`config.mk`:
```
export PLATFORM = sky130hd
export DESIGN_NAME = bitserial_logic_unit
export DESIGN_NICKNAME = d
export VERILOG_FILES = /design/src/rtl/bitserial_logic_unit.sv
export SDC_FILE = /design/constraint.sdc
export NUM_CORES = 1
export LEC_CHECK = 0
export CAP_MARGIN = 40
export CORE_MARGIN = 2
export CORE_UTILIZATION = 47
export CTS_CLUSTER_SIZE = 10
export DETAILED_ROUTE_END_ITERATION = 8
export GPL_ROUTABILITY_DRIVEN = 0
export PLACE_DENSITY = 0.83
export SLEW_MARGIN = 10
export SYNTH_ARGS = -nofsm -noshare
export SYNTH_HDL_FRONTEND = slang
export SYNTH_SLANG_ARGS = --single-unit
```
`constraint.sdc`:
```
create_clock -name clk -period 3 [get_ports clk]
set_input_delay 0.45 -clock clk [delete_from_list [all_inputs] [get_ports clk]]
set_output_delay 0.45 -clock clk [all_outputs]
set_load 0.05 [all_outputs]
```
`src/rtl/bitserial_logic_unit.sv`:
```
// bitserial_logic_unit
//   Bit-serial bitwise logic unit. Computes OR / AND / XOR / NOR of two
//   WIDTH-bit operands one bit per clock, LSB first. The result is built by
//   shifting each new bit into the MSB of the result register.
//
// Ports
//   clk    in   1      rising-edge clock
//   rst    in   1      asynchronous, active-high reset
//   start  in   1      operation request; sampled only in IDLE or DONE
//   op     in   2      00 OR, 01 AND, 10 XOR, 11 NOR; sampled with start
//   in1    in   WIDTH  operand A; sampled with start
//   in2    in   WIDTH  operand B; sampled with start
//   busy   out  1      high exactly while an operation is running
//   done   out  1      one-cycle pulse; out/zero are valid while it is high
//   out    out  WIDTH  result register; holds until the next operation shifts
//   zero   out  1      last result was all zeros; updated on entry to DONE
//
// Handshake: start is an accept-when-idle request. It is taken on any edge
// where the unit is in IDLE or DONE (there is no ready signal; busy low means
// the next edge will accept). done is a one-cycle valid with no back-pressure:
// the consumer must capture out/zero that cycle or read out later from IDLE.
// start while busy is dropped, not queued.

module bitserial_logic_unit #(
  parameter int WIDTH = 8,
  parameter int CNT_W = 3
) (
  input  logic             clk,
  input  logic             rst,
  input  logic             start,
  input  logic [1:0]       op,
  input  logic [WIDTH-1:0] in1,
  input  logic [WIDTH-1:0] in2,
  output logic             busy,
  output logic             done,
  output logic [WIDTH-1:0] out,
  output logic             zero
);

  typedef enum logic [1:0] {
    S_IDLE = 2'd0,
    S_RUN  = 2'd1,
    S_DONE = 2'd2
  } state_t;

  // State is kept as a named enum so checkers can bind to it directly.
  state_t           state;
  logic [WIDTH-1:0] a_q;
  logic [WIDTH-1:0] b_q;
  logic [1:0]       op_q;
  logic [CNT_W-1:0] cnt;

  logic             res_bit;
  logic [WIDTH-1:0] next_out;

  always_comb begin
    res_bit = 1'b0;
    case (op_q)
      2'b00:   res_bit = a_q[0] | b_q[0];
      2'b01:   res_bit = a_q[0] & b_q[0];
      2'b10:   res_bit = a_q[0] ^ b_q[0];
      default: res_bit = ~(a_q[0] | b_q[0]);
    endcase
    next_out = {res_bit, out[WIDTH-1:1]};
  end

  always_ff @(posedge clk or posedge rst) begin
    if (rst) begin
      state <= S_IDLE;
      a_q   <= '0;
      b_q   <= '0;
      op_q  <= 2'b00;
      cnt   <= '0;
      busy  <= 1'b0;
      done  <= 1'b0;
      out   <= '0;
      zero  <= 1'b0;
    end else begin
      case (state)
        S_RUN: begin
          out <= next_out;
          a_q <= a_q >> 1;
          b_q <= b_q >> 1;
          cnt <= cnt + 1'b1;
          if (cnt == CNT_W'(WIDTH - 1)) begin
            // Last bit: zero is taken from the completed result word.
            state <= S_DONE;
            busy  <= 1'b0;
            done  <= 1'b1;
            zero  <= (next_out == '0);
          end
        end

        // IDLE and DONE accept identically, which gives back-to-back issue.
        default: begin
          done <= 1'b0;
          if (start) begin
            a_q   <= in1;
            b_q   <= in2;
            op_q  <= op;
            cnt   <= '0;
            state <= S_RUN;
            busy  <= 1'b1;
          end else begin
            state <= S_IDLE;
            busy  <= 1'b0;
          end
        end
      endcase
    end
  end

endmodule

```
# Word level (Yosys, flattened, before mapping)
# Index checks and enable logic that the tools add are counted.
[word_totals]
ff_bits = 34
in_bits = 21
output_inout_bits = 11
elab_cells = 40
[classes]
n_addsub = 1
eq_ne = 5
mux = 15
bitwise = 5
reduce_logical = 5
[ops]
columns = ["cell", "count"]
rows = [
  ["8-bit 2-to-1 mux", 4],
  ["8-bit logical NOT", 1],
  ["1-bit 2-to-1 mux", 6],
  ["3-bit 2-to-1 mux", 2],
  ["2-bit by 1-bit == test with 1-bit output, second input constant", 2],
  ["2-bit 2-to-1 mux", 2],
  ["2-bit AND reduction", 2],
  ["3-bit by 1-bit adder with 3-bit output, second input constant", 1],
  ["3-bit == test, second input constant", 1],
  ["1-bit case mux with 3 select lines", 1],
  ["2-bit == test, second input constant", 1],
  ["2-bit logical NOT", 1],
  ["2-bit inequality test, second input constant", 1],
  ["1-bit NOT", 2],
  ["2-bit nonzero test", 1],
  ["1-bit bitwise AND", 1],
  ["1-bit OR", 1],
  ["1-bit bitwise XOR", 1],
]

# Depth between registers and ports, before layout
[logic_depth]
ltp_word = 4
ltp_mapped = 6
depth_no_buf = 6

# Worst setup path before layout
# OpenSTA, ideal clock, no wires.
[synth_timing]
kind = "reg-to-reg"
from = "register state[0]"
to = "register zero"
setup_time_ps = 120
arrival_time_ps = 1331
t_required_ps = 2880
slack_ps = 1548
path_stages_with_launch = 6
n_path_buf = 1
synth_period_minus_slack_ps = 1452
path_cell_list = "dfrtp_1 > nor2b_4 > buf_6 > and2_2 > nor2b_1 > a41o_1"
[synth_between]
elab_chain_len = 2
[synth_rtl]
columns = ["element", "line", "text"]
rows = [
  ["start, declared", "47", "state_t state;"],
  ["start signal, assigned", "69", "state <= S_IDLE;"],
  ["start signal, assigned", "87", "state <= S_DONE;"],
  ["start signal, assigned", "102", "state <= S_RUN;"],
  ["2-bit by 1-bit == test with 1-bit output", "79", "case (state)"],
  ["2-bit AND reduction (no line)", "-", ""],
  ["end signal, assigned", "90", "zero <= (next_out == '0);"],
  ["end, declared", "37", "output logic zero"],
]
# Every way passes these cells.
# A chain may end at the register's enable or synchronous reset.

# Final worst setup path
[layout_timing]
from = "register out[3]"
to = "output out[3]"
[layout_rtl]
columns = ["element", "line", "text"]
rows = [
  ["start, declared", "36", "output logic [WIDTH-1:0] out,"],
  ["start signal, assigned", "81", "out <= next_out;"],
]
# No word-level cell between the ends.

==> results.cfg <==
[timing]
slew_headroom_pct = 47.3
maxSlewViolCount = 0
tightest_slew_ns = 0.790
tns_ns = 0
finalCritPeriodShare_pct = 67.2
finalCriticalPeriod_ns = 2.02
hold_violations = 0
skew_ns = 0.00510
finalSetupViolations = 0
rsz0062_at_grt = no
max_freq_mhz = 496

[power_and_ir_drop]
power.density_mw_per_mm2 = 991
vdd_drop_max_mv = 0.332
leakage_nw = 0.906

[routing]
routed_wl_um = 2710
dr.pass1.iters = 4
wl_per_cell_um = 13.1
viasPerCell = 5.19
route.detailed.drc = 0
initialDrtViolationCount = 40
vias = 1075
ant_nets = 0

[final_layout]
areaGrowthSynthToFinish_pct = 28.4
fin_nets = 198
final-instance-count-excl-fill = 207
diodes = 0
drive_above_1_share_pct = 8.62

[critical_path]
crit_arrival_ns = 1.57
end_kind = primary output
startpoint = out[3]$_DFFE_PP0P_
critPathBufInv = 1
slowest_stage = clkdlybuf4s50_1
cpPeakStageDelay_ns = 0.82
start_kind = flip-flop
crit_path_max_fanout = 4
rr_startpoint = done$_DFFE_PP0P_
cp_cell_sequence = clkdlybuf4s50_1
crit_required_ns = 2.55
critPathTopFamily = buffers and inverters
reg2reg_slack_ns = 1.30
worst-setup-path-type = reg2out

[cts]
clk_transition_reported_paths_ns = 0.10
cts_resized = 0
postCtsHoldBufs = 0
cts_max_level = 2
cts_setup_buffers = 0
cts_tree = yes
cts-root-buf = clkbuf_4
cts.path.max_buffers = 2
numCtsBuffers = 5
cts_sinks = 32
clock_latency_ns = 0.32

[die]
pin_count = 32
coreArea_mm2 = 0.00300
core.rowCount = 20
dieHeight_um = 59.6
start_util_pct = 48.3
die-area_mm2 = 0.00355
die_w_um = 59.6

[grt]
grt_pass1_vias = 1150
grt_pass1_wl_um = 4910
antenna_found_initial = 0
grt_max_degree = 44
grt_overflow = 0
grt.total_usage_pct = 18.3

[yosys]
synth_edf_count = 0
synth_area_leader_cell = dfrtp_1
synthTopCellsByArea = dfrtp_1, mux2i_1, nand2_1
synth_seq_cells = 32
ys_seq_area_share_pct = 55.2
synth_cell_types = 20
synthFlopType = dfrtp_1
yosysMostFrequentCell = nand2_1
synth_nets = 166
ys_warn_count = 0
syn_avg_cell_area_um2 = 10.3
async_flop_share_pct = 100
synthCells = 141
synth_area_mm2 = 0.00145
synth_top_area_share_pct = 55.2
synth_common_cells = nand2_1, dfrtp_1, o21ai_0, mux2i_1, buf_2

[outcome]
status = finished, final reports clean

[place]
port_buffers = 31
placed_cells = 199
hpwl_um = 1910

[job]
drv_cap = 0

[min_path]
hold_class = in2async
per-layer routing:
layer  share of wire (%)  track usage (%)  vias up  wire length (um)
li1                    -                -      529                 -
met1                  43             21.2      510              1150
met2                  51             32.0       32              1400
met3                 4.5             4.37        4               122
met4                 1.5             7.62        0                40
met5                   0                0        -                 0
path summary, 6_finish.rpt:
path / to / depth (start not counted)
setup / recovery: out[3] / 1
hold / removal: a_q[7]$_DFFE_PP0P_ / 3
setup reg to reg: zero$_DFFE_PP0P_ / 4
hold reg to reg: b_q[0]$_DFFE_PP0P_ / 2
max in group asynchronous: b_q[3]$_DFFE_PP0P_ / 3
min in group clk: b_q[0]$_DFFE_PP0P_ / 2
final cells by class:
type / count / area (um^2)
clock buffer: 7 / 65.1
timing repair buffer: 33 / 325
clock inverter: 1 / 30.0
sequential: 32 / 801
multi-input combinational: 98 / 591
tap: 33 / 41.3
inverter: 3 / 11.3
fill: 265 / 1140
power by group:
part	total, mW	internal (mW)	switching [mW]
Combinational	0.753	0.283	0.470
Sequential	0.725	0.603	0.121
Clock	0.369	0.221	0.148
Total	1.85	1.11	0.740
cell families (layout without fill, tap and decap cells):
group | after synthesis | count (layout) | synth area share, %
compound gates | 21 | 21 | 7.59
fa+ha+maj | 4 | 4 | 3.45
buf+inv | 11 | 44 | 4.14
flops | 32 | 32 | 55.2
mux | 19 | 19 | 13.4
simple gates | 54 | 54 | 16.3
sequential cells by signal, summed over array words and instances (netlist names):
register	count
zero	1
cnt	3
a_q	8
state	1
out	8
b_q	8
done	1
op_q	2
worst register-to-register path: stages, from the launching register on:
cell and delay, ns:
dfrtp_1 0.42, nor2b_4 0.64, and2_2 0.29, nor2b_1 0.05, a41o_1 0.20
through the flow:
stage               total power [mW]  worst slack [ns]  hold slack [ns]  utilization (%)  area, um^2
global placement                1.44             0.990            0.461             58.9        1770
CTS                             1.87             0.970            0.492             62.1        1860
detailed placement              1.50             0.873            0.468             58.9        1770
floorplan                       1.28              1.55            0.449                -        1450
finish                          1.85             0.984            0.490             62.1        1860
global route                    1.99             0.917            0.514             62.1        1860
placed cells by master (no fill, tap or decap), drive strengths merged, types with 3 or more instances in the layout:
| master | instances |
|---|---|
| clkdlybuf4s50 | 31 |
| ha | 4 |
| nand2b | 3 |
| mux2 | 3 |
| inv | 3 |
| nor2b | 4 |
| mux2i | 16 |
| o21ai | 19 |
| nand2 | 40 |
| clkbuf | 7 |
| nor2 | 3 |
| dfrtp | 32 |
(Power assumes the default switching activity.)
